[src/rtl/div_seq.sv]
// div_seq: multi-cycle restoring divider for DIV/DIVU, result = {remainder, quotient}.
// Optional build macro DIV_EARLY_OUT_EN: finish in one cycle when |dividend| < |divisor|.
module div_seq #(
    parameter int unsigned WIDTH = 32,
    parameter int unsigned CNT_W = 6
) (
    input  logic                 clk,
    input  logic                 rst,
    input  logic                 signed_div_i,
    input  logic [WIDTH-1:0]     opdata1_i,
    input  logic [WIDTH-1:0]     opdata2_i,
    input  logic                 start_i,
    input  logic                 annul_i,
    output logic [2*WIDTH-1:0]   result_o,
    output logic                 ready_o
);

    localparam int unsigned PW = 2 * WIDTH + 1;

    typedef enum logic [1:0] {
        S_FREE,
        S_BYZERO,
        S_ON,
        S_END
    } state_e;

    state_e             state_q, state_d;
    logic [CNT_W-1:0]   cnt_q, cnt_d;
    logic [PW-1:0]      partial_q, partial_d;
    logic [WIDTH-1:0]   divisor_q, divisor_d;
    logic               neg_quot_q, neg_quot_d;
    logic               neg_rem_q, neg_rem_d;
    logic [2*WIDTH-1:0] result_q, result_d;
    logic               ready_q, ready_d;

    logic [WIDTH-1:0]   mag_a, mag_b;
    logic [PW-1:0]      shifted;
    logic [WIDTH:0]     trial;
    logic [WIDTH-1:0]   quo_fin, rem_fin;

    // Magnitudes of the incoming operands (only meaningful at the accept edge).
    assign mag_a = (signed_div_i && opdata1_i[WIDTH-1]) ? (~opdata1_i + WIDTH'(1)) : opdata1_i;
    assign mag_b = (signed_div_i && opdata2_i[WIDTH-1]) ? (~opdata2_i + WIDTH'(1)) : opdata2_i;

    // Partial register layout: {remainder (WIDTH+1), quotient/dividend (WIDTH)}.
    assign shifted = partial_q << 1;
    assign trial   = shifted[PW-1:WIDTH] - {1'b0, divisor_q};

    assign quo_fin = neg_quot_q ? (~partial_q[WIDTH-1:0] + WIDTH'(1)) : partial_q[WIDTH-1:0];
    assign rem_fin = neg_rem_q ? (~partial_q[2*WIDTH-1:WIDTH] + WIDTH'(1))
                               : partial_q[2*WIDTH-1:WIDTH];

    always_comb begin
        state_d    = state_q;
        cnt_d      = cnt_q;
        partial_d  = partial_q;
        divisor_d  = divisor_q;
        neg_quot_d = neg_quot_q;
        neg_rem_d  = neg_rem_q;
        result_d   = result_q;
        ready_d    = ready_q;

        unique case (state_q)
            S_FREE: begin
                ready_d  = 1'b0;
                result_d = '0;
                cnt_d    = '0;
                if (start_i && !annul_i) begin
                    divisor_d  = mag_b;
                    neg_quot_d = signed_div_i && (opdata1_i[WIDTH-1] ^ opdata2_i[WIDTH-1]);
                    neg_rem_d  = signed_div_i && opdata1_i[WIDTH-1];
                    partial_d  = {{(WIDTH + 1){1'b0}}, mag_a};
                    if (opdata2_i == '0) begin
                        state_d = S_BYZERO;
                    end else begin
                        state_d = S_ON;
`ifdef DIV_EARLY_OUT_EN
                        // Quotient is zero: preload the finished state so the next edge finalises.
                        if (mag_a < mag_b) begin
                            cnt_d     = CNT_W'(WIDTH);
                            partial_d = {1'b0, mag_a, {WIDTH{1'b0}}};
                        end
`endif
                    end
                end
            end

            S_BYZERO: begin
                cnt_d = '0;
                if (annul_i) begin
                    state_d = S_FREE;
                end else begin
                    state_d  = S_END;
                    ready_d  = 1'b1;
                    result_d = '0;
                end
            end

            S_ON: begin
                if (annul_i) begin
                    state_d = S_FREE;
                    cnt_d   = '0;
                end else if (cnt_q == CNT_W'(WIDTH)) begin
                    state_d  = S_END;
                    cnt_d    = '0;
                    ready_d  = 1'b1;
                    result_d = {rem_fin, quo_fin};
                end else begin
                    cnt_d = cnt_q + CNT_W'(1);
                    if (!trial[WIDTH]) begin
                        partial_d = {trial, shifted[WIDTH-1:0] | WIDTH'(1)};
                    end else begin
                        partial_d = shifted;
                    end
                end
            end

            S_END: begin
                if (!start_i) begin
                    state_d  = S_FREE;
                    ready_d  = 1'b0;
                    result_d = '0;
                end
            end

            default: begin
                state_d  = S_FREE;
                cnt_d    = '0;
                ready_d  = 1'b0;
                result_d = '0;
            end
        endcase
    end

    always_ff @(posedge clk) begin
        if (rst) begin
            state_q    <= S_FREE;
            cnt_q      <= '0;
            partial_q  <= '0;
            divisor_q  <= '0;
            neg_quot_q <= 1'b0;
            neg_rem_q  <= 1'b0;
            result_q   <= '0;
            ready_q    <= 1'b0;
        end else begin
            state_q    <= state_d;
            cnt_q      <= cnt_d;
            partial_q  <= partial_d;
            divisor_q  <= divisor_d;
            neg_quot_q <= neg_quot_d;
            neg_rem_q  <= neg_rem_d;
            result_q   <= result_d;
            ready_q    <= ready_d;
        end
    end

    assign result_o = result_q;
    assign ready_o  = ready_q;

endmodule
[config.mk]
export PLATFORM = sky130hd
export DESIGN_NAME = div_seq
export DESIGN_NICKNAME = d
export VERILOG_FILES = /design/src/rtl/div_seq.sv
export SDC_FILE = /design/constraint.sdc
export NUM_CORES = 1
export LEC_CHECK = 0
export BUFFER_PORTS_ARGS = -buffer_cell sky130_fd_sc_hd__buf_2
export CORE_ASPECT_RATIO = 1.4
export CORE_MARGIN = 2
export CORE_UTILIZATION = 45
export CTS_CLUSTER_SIZE = 16
export DETAILED_ROUTE_END_ITERATION = 10
export PLACE_DENSITY = 0.63
export SLEW_MARGIN = 30
export SYNTH_ARGS = -nofsm -noshare
export SYNTH_HDL_FRONTEND = slang
export SYNTH_SLANG_ARGS = --single-unit
[constraint.sdc]
create_clock -name clk -period 3.9 [get_ports clk]
set_input_delay 0.195 -clock clk [delete_from_list [all_inputs] [get_ports clk]]
set_output_delay 0.195 -clock clk [all_outputs]
set_load 0.005 [all_outputs]
==> impl_metrics.toml, run 1 <==
[detailed_routing]
dr.first_iter.drc_count = 560
detailedRoute.firstPassIterationCount = 5
wirelength_mm = 30.5
drt_drc = 0
post_drt_wl_per_cell_um = 16.4
ant_nets_after_route = 0
via_total_after_detailed_routing = 10400
detail_route.vias_per_cell = 5.58

[synthesis]
synth_cell_type_count = 70
syn_area_um2 = 11000
postSynth.asyncResetShare_pct = 0
synth_top_family_by_area = "compound AO/OA/AOI/OAI gates"
synthSimpleGateAreaFrac_pct = 20.3
synthAdderAreaFrac_pct = 4.98
dominantRegCellSynth = "dfxtp_1"
synth_mux_area_share_pct = 2.47
syn_nets = 1553
flops_latches_synth = 171
share_of_the_synthesized_area_in_compound_gates_ao_oa_aoi_oai_pct = 24.0
synth_sequential_area_ratio_pct = 31.2
synthesis.instances = 1441
syn_avg_cell_area_um2 = 7.60
synth_xor_area_share_pct = 11.8
ys_warn_count = 0
synth_enable_flop_cells = 0

[clocking]
post_cts_resized = 0
clock_tree_from_tritoncts = "built"
clkTransAtPathRegs_ns = 0.06
cts_sinks = 171
postCtsSetupRepairBufs = 0
number_of_buffers_on_the_longest_clock_path = 2
insertion_delay_ns = 0.44
cts_inserted_buffers = 17
cts_htree_levels = 4
cts_hold_buffers = 0
clockRootBuffer = "clkbuf_16"

[critical_path]
crit_path_cell_trace = "inv_1 -> ha_1 -> fa_1 -> nor2b_1 -> o31a_1 -> o31ai_1 -> a22o_1 -> o31a_1 -> nor4_1 -> mux2i_1 -> o211ai_1 -> o211ai_1"
highest_net_fanout_along_the_worst_path = 4
largest_incremental_delay_on_the_critical_path_ns = 0.46
startpoint = "partial_q[31]$_SDFFE_PP0P_"
crit_arrival_ns = 3.47
minimum_setup_slack_among_reg_to_reg_paths_ns = 0.74
critPathSlowestCell = "nor4_1"
worst_r2r_path_depth = 12
timing.rr.start = "partial_q[31]$_SDFFE_PP0P_"
start_kind = "register"
critical_path.top_delay_family = "compound AO/OA/AOI/OAI gates"
worstPathBufferInverterCount = 1
r2r_end = "partial_q[62]$_SDFFE_PP0P_"
worstPathRequired_ns = 4.21
critPathCaptureType = "register"
timing_worst_setup_path_type = "register to register"

[floorplanning]
rows = 67
core_footprint_um2 = 24000
initial_utilization_pct = 45.7
die_height_um = 189
dieWidth_um = 136
design.portCount = 134
die_area_um2 = 25600

[layout]
final_nets = 1642
area.sequential_um2 = 3420
fillerInstances = 2407
most_common_cell_after_layout_fill_and_taps_aside = "nand2_1"
multiInputGateArea_um2 = 6990
most-common-layout-cells = "218 x nand2_1, 170 x dfxtp_1, 132 x buf_2, 125 x nor2_1, 116 x o21ai_0"
layout-area-overhead-vs-synth_pct = 14.4
postLayoutCellArea_um2 = 12500
final_layout_size_suffix_gt1_share_pct = 13.2

[grt]
wire_length_of_the_first_global_routing_pass_mm = 49.4
grt_pass1_vias = 9929
maximum_number_of_pins_on_one_net_before_global_route_repair = 90
grt_util_all_layers_pct = 24.0
grt_remaining_overflow = 0
grt_antenna_before_repair = 5

[power]
total_power_uw = 6790
power_density_nw_per_um2 = 542
static_leakage_uw = 0.00491
vdd_drop_max_mv = 0.375

[sta]
final.setup_skew_ns = 0.00865
max_slew_margin_pct = 35.5
tightestPinTransition_ns = 0.966
post-route-min-period_ns = 3.16
rsz0062_at_grt = "false"
final.setup.tns_ns = 0
fmaxAchievable_mhz = 316
final_max_slew_viol_count = 0
setup_viol = 0
tcrit_tclk_final_pct = 81.1
hold_violations = 0

[hold_path]
holdCritPathClass = "input port to register"
timing.hold.worst_path_depth = 3
hold_path_end = "divisor_q[0]$_SDFFE_PP0P_"
origin_of_the_worst_min_delay_path = "opdata2_i[0]"

[placement]
quantity_of_i_o_buffers_inserted_on_ports = 133
dpl.hpwl_mm = 23.0
placed_area_um2 = 11800
gp_congestion = 0.941

[outcome]
result_of_the_run = "complete, no violations"

[job]
maxCapViolCount = 0
stage by stage:
stage	std cells	hold WS, ns	setup WS (ns)	util [%]
after floorplan	1441	0.331	0.989	-
after global placement	1820	0.438	0.856	49.4
after detailed placement	1820	0.445	0.780	49.4
after CTS	1852	0.0224	0.736	52.1
after global routing	1854	0.0452	0.500	52.2
final	1856	0.0404	0.737	52.3
logic make-up (layout without fill, tap and decap cells):
family / Yosys count / after routing
AOI/OAI and AO/OA: 412 / 412
xor gates and xnor gates: 147 / 147
adders and majority gates: 43 / 43
buffers and inverters: 147 / 249
DFF: 171 / 171
muxes: 27 / 27
other: 0 / 3
and+or+nand+nor: 494 / 494
how the worst max path moves through the flow:
stage	to	cells after the start	slack [ns]
after floorplan	partial_q[47]$_SDFFE_PP0P_	13	0.99
after global placement	partial_q[62]$_SDFFE_PP0P_	12	0.86
after detailed placement	partial_q[62]$_SDFFE_PP0P_	12	0.78
after CTS	partial_q[62]$_SDFFE_PP0P_	12	0.74
after global routing	partial_q[62]$_SDFFE_PP0P_	12	0.50
final	partial_q[62]$_SDFFE_PP0P_	12	0.74
layer usage:
metal  up-vias  wire length [µm]  global-route usage, %  part of all wire [%]
met1      4841             12300                   26.5                    40
met5         -                26                      0                 0.085
li1       5241                 -                      -                     -
met3        55              1410                   4.60                   4.6
met4         4               861                   8.81                   2.8
met2       213             15900                   44.9                    52
cells in the mapped netlist, drive strengths merged (5+ instances only):
library cell / number / area [µm²]
and3: 5 / 31.3
nand4: 8 / 50.1
a31oi: 10 / 62.6
nor3: 28 / 140
and2: 9 / 56.3
nor4: 7 / 43.8
a211oi: 29 / 218
or2: 6 / 40.1
o31ai: 28 / 224
a22oi: 42 / 315
a311oi: 5 / 43.8
or3: 17 / 121
nand2: 218 / 818
nand3b: 9 / 67.6
nor2b: 9 / 56.3
ha: 42 / 526
dfxtp: 171 / 3420
or4: 11 / 86.3
inv: 67 / 251
buf: 6 / 37.5
xor2: 48 / 420
o41ai: 15 / 158
xnor2: 99 / 867
a21oi: 103 / 515
a21o: 11 / 82.6
nor2: 126 / 473
clkbuf: 74 / 292
o21bai: 6 / 45.0
o21ai: 123 / 616
o21a: 6 / 45.0
mux2i: 27 / 270
nand2b: 7 / 43.8
nand3: 29 / 145
power by group:
group	switching [µW]	leakage [µW]	internal (µW)
clock	735	0.000312	1130
combinational	1780	0.00321	999
sequential	208	0.00139	1930
total	2730	0.00491	4060
sequential cells by signal, summed over array words and instances, names as in the netlist:
signal	flops
ready_o	1
cnt_q	6
result_o	64
neg_quot_q	1
partial_q	64
divisor_q	32
neg_rem_q	1
state_q	2
tightest hold or removal path, delay by kind of cell:
kind,cells,cell delay (ns)
buffers and inverters,1,0.13
and+or+nand+nor,1,0.06
AOI/OAI and AO/OA,1,0.05
cell type report:
type | instances | area share, %
diodes | 3 | 0.0599
clock buffers | 23 | 3.82
clock inverters | 9 | 1.28
inverters | 67 | 2.01
multi-input cells | 1123 | 55.8
flip-flops and latches | 171 | 27.3
well taps | 310 | 3.10
repair buffers | 150 | 6.61
No activity file was read; power rests on OpenSTA's default activity.
==> run 2: changes to the inputs <==
--- a/config.mk
+++ b/config.mk
@@ -5,13 +5,14 @@
 export SDC_FILE = /design/constraint.sdc
 export NUM_CORES = 1
 export LEC_CHECK = 0
+export ABC_AREA = 1
 export BUFFER_PORTS_ARGS = -buffer_cell sky130_fd_sc_hd__buf_2
 export CORE_ASPECT_RATIO = 1.4
 export CORE_MARGIN = 2
 export CORE_UTILIZATION = 45
 export CTS_CLUSTER_SIZE = 16
 export DETAILED_ROUTE_END_ITERATION = 10
-export PLACE_DENSITY = 0.63
+export PLACE_DENSITY = 0.65
 export SLEW_MARGIN = 30
 export SYNTH_ARGS = -nofsm -noshare
 export SYNTH_HDL_FRONTEND = slang
==> constraint.sdc (replaced) <==
create_clock -name clk -period 2.63 [get_ports clk]
set_input_delay 0.1315 -clock clk [delete_from_list [all_inputs] [get_ports clk]]
set_output_delay 0.1315 -clock clk [all_outputs]
set_load 0.005 [all_outputs]
==> run 2 against run 1 <==
  * Sequential power rose by 59%
  * Clock skew rose by 0.0074 ns
  * Cell count rose by 44%
  * Die area rose by 21%
  * Combinational power rose to 2.8 times the previous value
  * Critical path depth rose by 1
  * Clock-buffer cell count fell by 6
  * Wire length rose by 45%
  * Clock power rose by 41%
  * Final area rose by 21%
  * Sequential share of layout area fell by 4.8 points
  * Maximum frequency rose by 27%
==> impl_metrics.toml, run 2 <==
[clocking]
postCtsSetupRepairBufs = 0
number_of_buffers_on_the_longest_clock_path = 2
cts_htree_levels = 4
clockRootBuffer = "clkbuf_16"
insertion_delay_ns = 0.46
cts_sinks = 171
clkTransAtPathRegs_ns = 0.08
clock_tree_from_tritoncts = "built"
cts_inserted_buffers = 17

[power]
total_power_uw = 13900
static_leakage_uw = 0.00757
vdd_drop_max_mv = 0.808
power_density_nw_per_um2 = 916

[critical_path]
minimum_setup_slack_among_reg_to_reg_paths_ns = 0.13
r2r_end = "partial_q[58]$_SDFFE_PP0P_"
highest_net_fanout_along_the_worst_path = 6
worst_r2r_path_depth = 13
timing.rr.start = "partial_q[51]$_SDFFE_PP0P_"
crit_arrival_ns = 2.81
crit_top_cell = "nand2_1"
critPathSlowestCell = "nor3_1"
largest_incremental_delay_on_the_critical_path_ns = 0.46
critPathCaptureType = "register"
timing_worst_setup_path_type = "register to register"
worstPathRequired_ns = 2.95
start_kind = "register"
crit_path_cell_trace = "ha_1 -> nand2_1 -> buf_4 -> nor2_1 -> inv_1 -> nor3_1 -> nand2_1 -> nand2_1 -> nand2_1 -> nand2_1 -> nand2_4 -> nand3_2 -> a21oi_2"

[synthesis]
postSynth.asyncResetShare_pct = 0
synth_cell_type_count = 51
synth_enable_flop_cells = 0
syn_area_um2 = 13400
syn_nets = 2267
ys_warn_count = 0
yosys.area.top_type = "dfxtp_1"
synth_largest_type_area_fraction_pct = 25.6
flops_latches_synth = 171
synth_sequential_area_ratio_pct = 25.6
cells_taking_the_most_area_after_synthesis = "dfxtp_1 26%, nand2_1 16%, inv_1 8.3%, a21oi_1 7.4%, nand3_1 6.2%"
synthesis.instances = 2155
syn_avg_cell_area_um2 = 6.21
synth.top_cells.by_count = "587 x nand2_1, 295 x inv_1, 198 x a21oi_1"
post-synth-top-count-cell = "nand2_1"
dominantRegCellSynth = "dfxtp_1"

[detailed_routing]
detail_route.vias_per_cell = 5.26
drt_drc = 0
detailedRoute.firstPassIterationCount = 5
wirelength_mm = 44.2
dr.first_iter.drc_count = 766
ant_nets_after_route = 0
post_drt_wl_per_cell_um = 16.6
via_total_after_detailed_routing = 14000

[sta]
final_max_slew_viol_count = 0
tightestPinTransition_ns = 0.890
post-route-min-period_ns = 2.50
fmaxAchievable_mhz = 401
hold_violations = 0
final.setup.tns_ns = 0
tcrit_tclk_final_pct = 94.9
final.setup_skew_ns = 0.0160
max_slew_margin_pct = 40.6
setup_viol = 0
rsz0062_at_grt = "false"

[placement]
gp_congestion = 1.01
placed_area_um2 = 14500
quantity_of_i_o_buffers_inserted_on_ports = 133
dpl.hpwl_mm = 35.1

[floorplanning]
core_footprint_um2 = 29300
design.portCount = 134
rows = 74
dieWidth_um = 150
die_height_um = 208
initial_utilization_pct = 45.7
die_area_um2 = 31100

[grt]
maximum_number_of_pins_on_one_net_before_global_route_repair = 129
grt_pass1_vias = 13700
grt_antenna_before_repair = 3
grt_remaining_overflow = 0
grt_util_all_layers_pct = 28.7
wire_length_of_the_first_global_routing_pass_mm = 70.3

[layout]
layout-area-overhead-vs-synth_pct = 13.6
postLayoutCellArea_um2 = 15200
most_common_cell_after_layout_fill_and_taps_aside = "nand2_1"
final_layout_size_suffix_gt1_share_pct = 15.6
post-route-util_pct = 51.9
fillerInstances = 3207
final_nets = 2383
most-common-layout-cells = "586 x nand2_1, 295 x inv_1, 198 x a21oi_1, 173 x nor2_1, 170 x dfxtp_1"
num_antenna_cells = 0

[hold_path]
origin_of_the_worst_min_delay_path = "opdata2_i[4]"
hold_path_end = "divisor_q[4]$_SDFFE_PP0P_"
timing.hold.worst_path_depth = 3
holdCritPathClass = "input port to register"

[job]
maxCapViolCount = 0

[outcome]
result_of_the_run = "complete, no violations"
[run 2: cell type report]
type	instances	area, µm²	area share [%]
Timing Repair Buffer	179	1130	7.46
Clock inverter	15	180	1.19
Inverter	315	1180	7.79
Tap cell	380	475	3.13
Clock buffer	17	425	2.80
Multi-Input combinational cell	1587	8360	55.1
Sequential cell	171	3420	22.6
[run 2: per-stage QoR]
stage          setup slack [ns]  instances  hold slack [ns]
6_report                  0.133       2664           0.0236
5_1_grt                 0.00271       2664           0.0421
4_1_cts                   0.140       2664          0.00159
3_5_place_dp              0.170       2629            0.453
3_3_place_gp              0.173       2629            0.440
2_1_floorplan             0.408       2155            0.305
[run 2: worst max path at each step]
stage,startpoint,endpoint,slack (ns),cells past startpoint
2_1_floorplan,partial_q[31]$_SDFFE_PP0P_,partial_q[36]$_SDFFE_PP0P_,0.41,18
3_3_place_gp,partial_q[57]$_SDFFE_PP0P_,partial_q[63]$_SDFFE_PP0P_,0.17,14
3_5_place_dp,partial_q[31]$_SDFFE_PP0P_,partial_q[58]$_SDFFE_PP0P_,0.17,16
4_1_cts,partial_q[50]$_SDFFE_PP0P_,partial_q[63]$_SDFFE_PP0P_,0.14,14
5_1_grt,partial_q[31]$_SDFFE_PP0P_,partial_q[61]$_SDFFE_PP0P_,0.003,17
6_report,partial_q[51]$_SDFFE_PP0P_,partial_q[58]$_SDFFE_PP0P_,0.13,13
[run 2: routing by layer]
metal / routed length, µm / GRT usage (%) / share of wire (%) / vias to the layer above
met5: 23 / 0 / 0.052 / -
met2: 22700 / 52.9 / 51 / 355
met4: 2710 / 16.4 / 6.1 / 4
li1: - / - / - / 7170
met3: 1530 / 3.73 / 3.5 / 115
met1: 17200 / 31.0 / 39 / 6379
[run 2: where the power goes]
part	internal, µW	total [µW]	leakage, µW	switching [µW]
Clock	1440	2630	0.000297	1190
Sequential	3000	3400	0.00139	396
Combinational	2400	7880	0.00588	5480
[run 2: kinds of logic (layout without fill, tap and decap cells)]
kind of cell | Yosys count | after routing | synth area share [%]
AO/OA/AOI/OAI | 400 | 400 | 16.9
adder cells (fa/ha/maj) | 43 | 43 | 4.08
AND/OR/NAND/NOR | 1082 | 1082 | 37.3
XOR/XNOR | 62 | 62 | 4.06
buffers and inverters | 397 | 526 | 12.0
flip-flops | 171 | 171 | 25.6
[run 2: what timing repair did]
action	CTS	global route
hold buffers	3	0
endpoints found under the setup margin	0	4
gates resized for setup	0	3
endpoints found under the hold margin	3	0
[run 2: worst max-delay path: cells and delay by family (launching register included)]
kind,cells,cell delay (ns)
AND/OR/NAND/NOR,9,1.27
AO/OA/AOI/OAI,1,0.06
adder cells (fa/ha/maj),1,0.41
flip-flops,1,0.40
buffers and inverters,2,0.24
==> run 3: changes to the inputs <==
--- a/config.mk
+++ b/config.mk
@@ -12,6 +12,7 @@
 export CORE_UTILIZATION = 45
 export CTS_CLUSTER_SIZE = 16
 export DETAILED_ROUTE_END_ITERATION = 10
+export GPL_TIMING_DRIVEN = 0
 export PLACE_DENSITY = 0.65
 export SLEW_MARGIN = 30
 export SYNTH_ARGS = -nofsm -noshare
==> run 3 against run 2 <==
  * Non-clock buffer count increased by 49
  * Via count increased by 3.3%
  * Wire length increased by 6.0%
  * Sequential cell count unchanged
  * Register-to-register slack got worse by 0.04 ns
  * Sequential share of layout area decreased by 0.12 points
  * Clock skew decreased by 0.0033 ns
  * Final area increased by 0.91%
  * Critical path type unchanged
==> impl_metrics.toml, run 3 (same netlist as run 2, synthesis figures left out) <==
[outcome]
result_of_the_run = "complete, no violations"

[floorplanning]
design.portCount = 134
die_height_um = 208
die_area_um2 = 31100
core_footprint_um2 = 29300
rows = 74
dieWidth_um = 150
initial_utilization_pct = 45.7

[detailed_routing]
ant_nets_after_route = 0
wirelength_mm = 46.8
detail_route.vias_per_cell = 5.34
detailedRoute.firstPassIterationCount = 5
post_drt_wl_per_cell_um = 17.3
dr.first_iter.drc_count = 886
via_total_after_detailed_routing = 14500
drt_drc = 0

[hold_path]
hold_path_end = "divisor_q[19]$_SDFFE_PP0P_"
timing.hold.worst_path_depth = 3
origin_of_the_worst_min_delay_path = "opdata2_i[19]"
holdCritPathClass = "input port to register"

[power]
static_leakage_uw = 0.00759
vdd_drop_max_mv = 0.501
power_density_nw_per_um2 = 922

[job]
maxCapViolCount = 0

[placement]
pre_cts_slack_ns = -0.00351
gp_congestion = 1.00
dpl.hpwl_mm = 38.8
placed_area_um2 = 14500
quantity_of_i_o_buffers_inserted_on_ports = 133

[critical_path]
worst_r2r_path_depth = 18
critPathCaptureType = "register"
timing.rr.start = "partial_q[32]$_SDFFE_PP0P_"
timing_worst_setup_path_type = "register to register"
crit_path_cell_trace = "inv_1 -> fa_2 -> inv_1 -> nand2_1 -> nand2_1 -> nand3_2 -> nand2_4 -> nand2_4 -> nand2_4 -> nand2_4 -> nand2_4 -> nand2_8 -> nand2_8 -> buf_12 -> clkbuf_16 -> nand2_4 -> nand3_2 -> a21oi_2"
r2r_end = "partial_q[57]$_SDFFE_PP0P_"
largest_incremental_delay_on_the_critical_path_ns = 0.43
crit_top_cell = "nand2_4"
critPathSlowestCell = "dfxtp_1"
minimum_setup_slack_among_reg_to_reg_paths_ns = 0.09
start_kind = "register"
crit_arrival_ns = 2.85
highest_net_fanout_along_the_worst_path = 6
worstPathRequired_ns = 2.94

[grt]
maximum_number_of_pins_on_one_net_before_global_route_repair = 17
wire_length_of_the_first_global_routing_pass_mm = 72.5
grt_pass1_vias = 13900
grt_util_all_layers_pct = 30.2
grt_antenna_before_repair = 0
grt_remaining_overflow = 0

[sta]
tightestPinTransition_ns = 0.894
fmaxAchievable_mhz = 394
final.setup_skew_ns = 0.0127
setup_viol = 0
tcrit_tclk_final_pct = 96.6
final_max_slew_viol_count = 0
rsz0062_at_grt = "false"
hold_violations = 0
max_slew_margin_pct = 40.4
finalWorstSetupSlack_ns = 0.0893
post-route-min-period_ns = 2.54

[clocking]
cts_sinks = 171
clkTransAtPathRegs_ns = 0.07
number_of_buffers_on_the_longest_clock_path = 2
cts_inserted_buffers = 17
clock_tree_from_tritoncts = "built"
insertion_delay_ns = 0.46
clockRootBuffer = "clkbuf_16"
cts_htree_levels = 4

[layout]
num_antenna_cells = 0
most_common_cell_after_layout_fill_and_taps_aside = "nand2_1"
layout-area-overhead-vs-synth_pct = 14.6
postLayoutCellArea_um2 = 15300
most-common-layout-cells = "587 x nand2_1, 294 x inv_1, 198 x a21oi_1, 174 x nor2_1, 166 x nand3_1"
final_layout_size_suffix_gt1_share_pct = 15.6
final_nets = 2432
## run 3: repair_timing
| item | 4_1_cts | 5_1_grt |
|---|---|---|
| hold buffers | 4 | 0 |
| resized for setup | 1 | 24 |
| setup buffers | 0 | 6 |
| endpoints found under the hold margin | 4 | 0 |
| pin swaps | 0 | 3 |
| endpoints found under the setup margin | 6 | 42 |
| gates cloned | 0 | 3 |
## run 3: report_power, final
group / leakage (µW) / internal [µW] / switching [µW]
Clock: 0.000285 / 1380 / 1180
Sequential: 0.00139 / 3010 / 402
Combinational: 0.00591 / 2490 / 5680
Total: 0.00759 / 6870 / 7250
## run 3: worst max-delay path by stage
stage / startpoint / end / slack (ns)
global placement: partial_q[31]$_SDFFE_PP0P_ / partial_q[50]$_SDFFE_PP0P_ / 0.02
finish: partial_q[32]$_SDFFE_PP0P_ / partial_q[57]$_SDFFE_PP0P_ / 0.09
detailed placement: partial_q[31]$_SDFFE_PP0P_ / partial_q[40]$_SDFFE_PP0P_ / -0.004
floorplan: partial_q[31]$_SDFFE_PP0P_ / partial_q[36]$_SDFFE_PP0P_ / 0.41
global route: partial_q[50]$_SDFFE_PP0P_ / partial_q[33]$_SDFFE_PP0P_ / 0.0006
CTS: partial_q[54]$_SDFFE_PP0P_ / partial_q[50]$_SDFFE_PP0P_ / 0.04
## run 3: metal layers
layer,GRT usage [%],vias up,part of all wire (%)
li1,-,7273,-
met1,31.7,6568,37
met2,55.0,476,51
met3,4.01,164,4.7
met4,20.8,0,7.6
met5,0,-,0
## run 3: cell type report
type | count | area, µm²
fillers | 3149 | 13900
multi-input cells | 1587 | 8360
flip-flops and latches | 171 | 3440
inverters | 315 | 1180
repair buffers | 146 | 855
well taps | 380 | 475
clock buffers | 19 | 453
plain buffers | 82 | 432
clock inverters | 13 | 130
## run 3: metrics by stage
step                      power [µW]  util (%)  setup TNS (ns)  cells  hold WS (ns)
after detailed placement       11300      49.6        -0.00464   2668         0.453
after global routing           15100      52.4               0   2713        0.0116
after CTS                      13800      51.7               0   2704       0.00404
after global placement         11200      49.6               0   2668         0.451
final                          14100      52.4               0   2713        0.0189
after floorplan                 8990         -               0   2155         0.305
## run 3: worst max-delay path: cells and delay by family (launching register included)
family                     cells  cell delay [ns]
AOI/OAI and AO/OA              1             0.05
adders and majority gates      1             0.42
buffers and inverters          4             0.53
DFF                            1             0.43
and+or+nand+nor               12             0.95
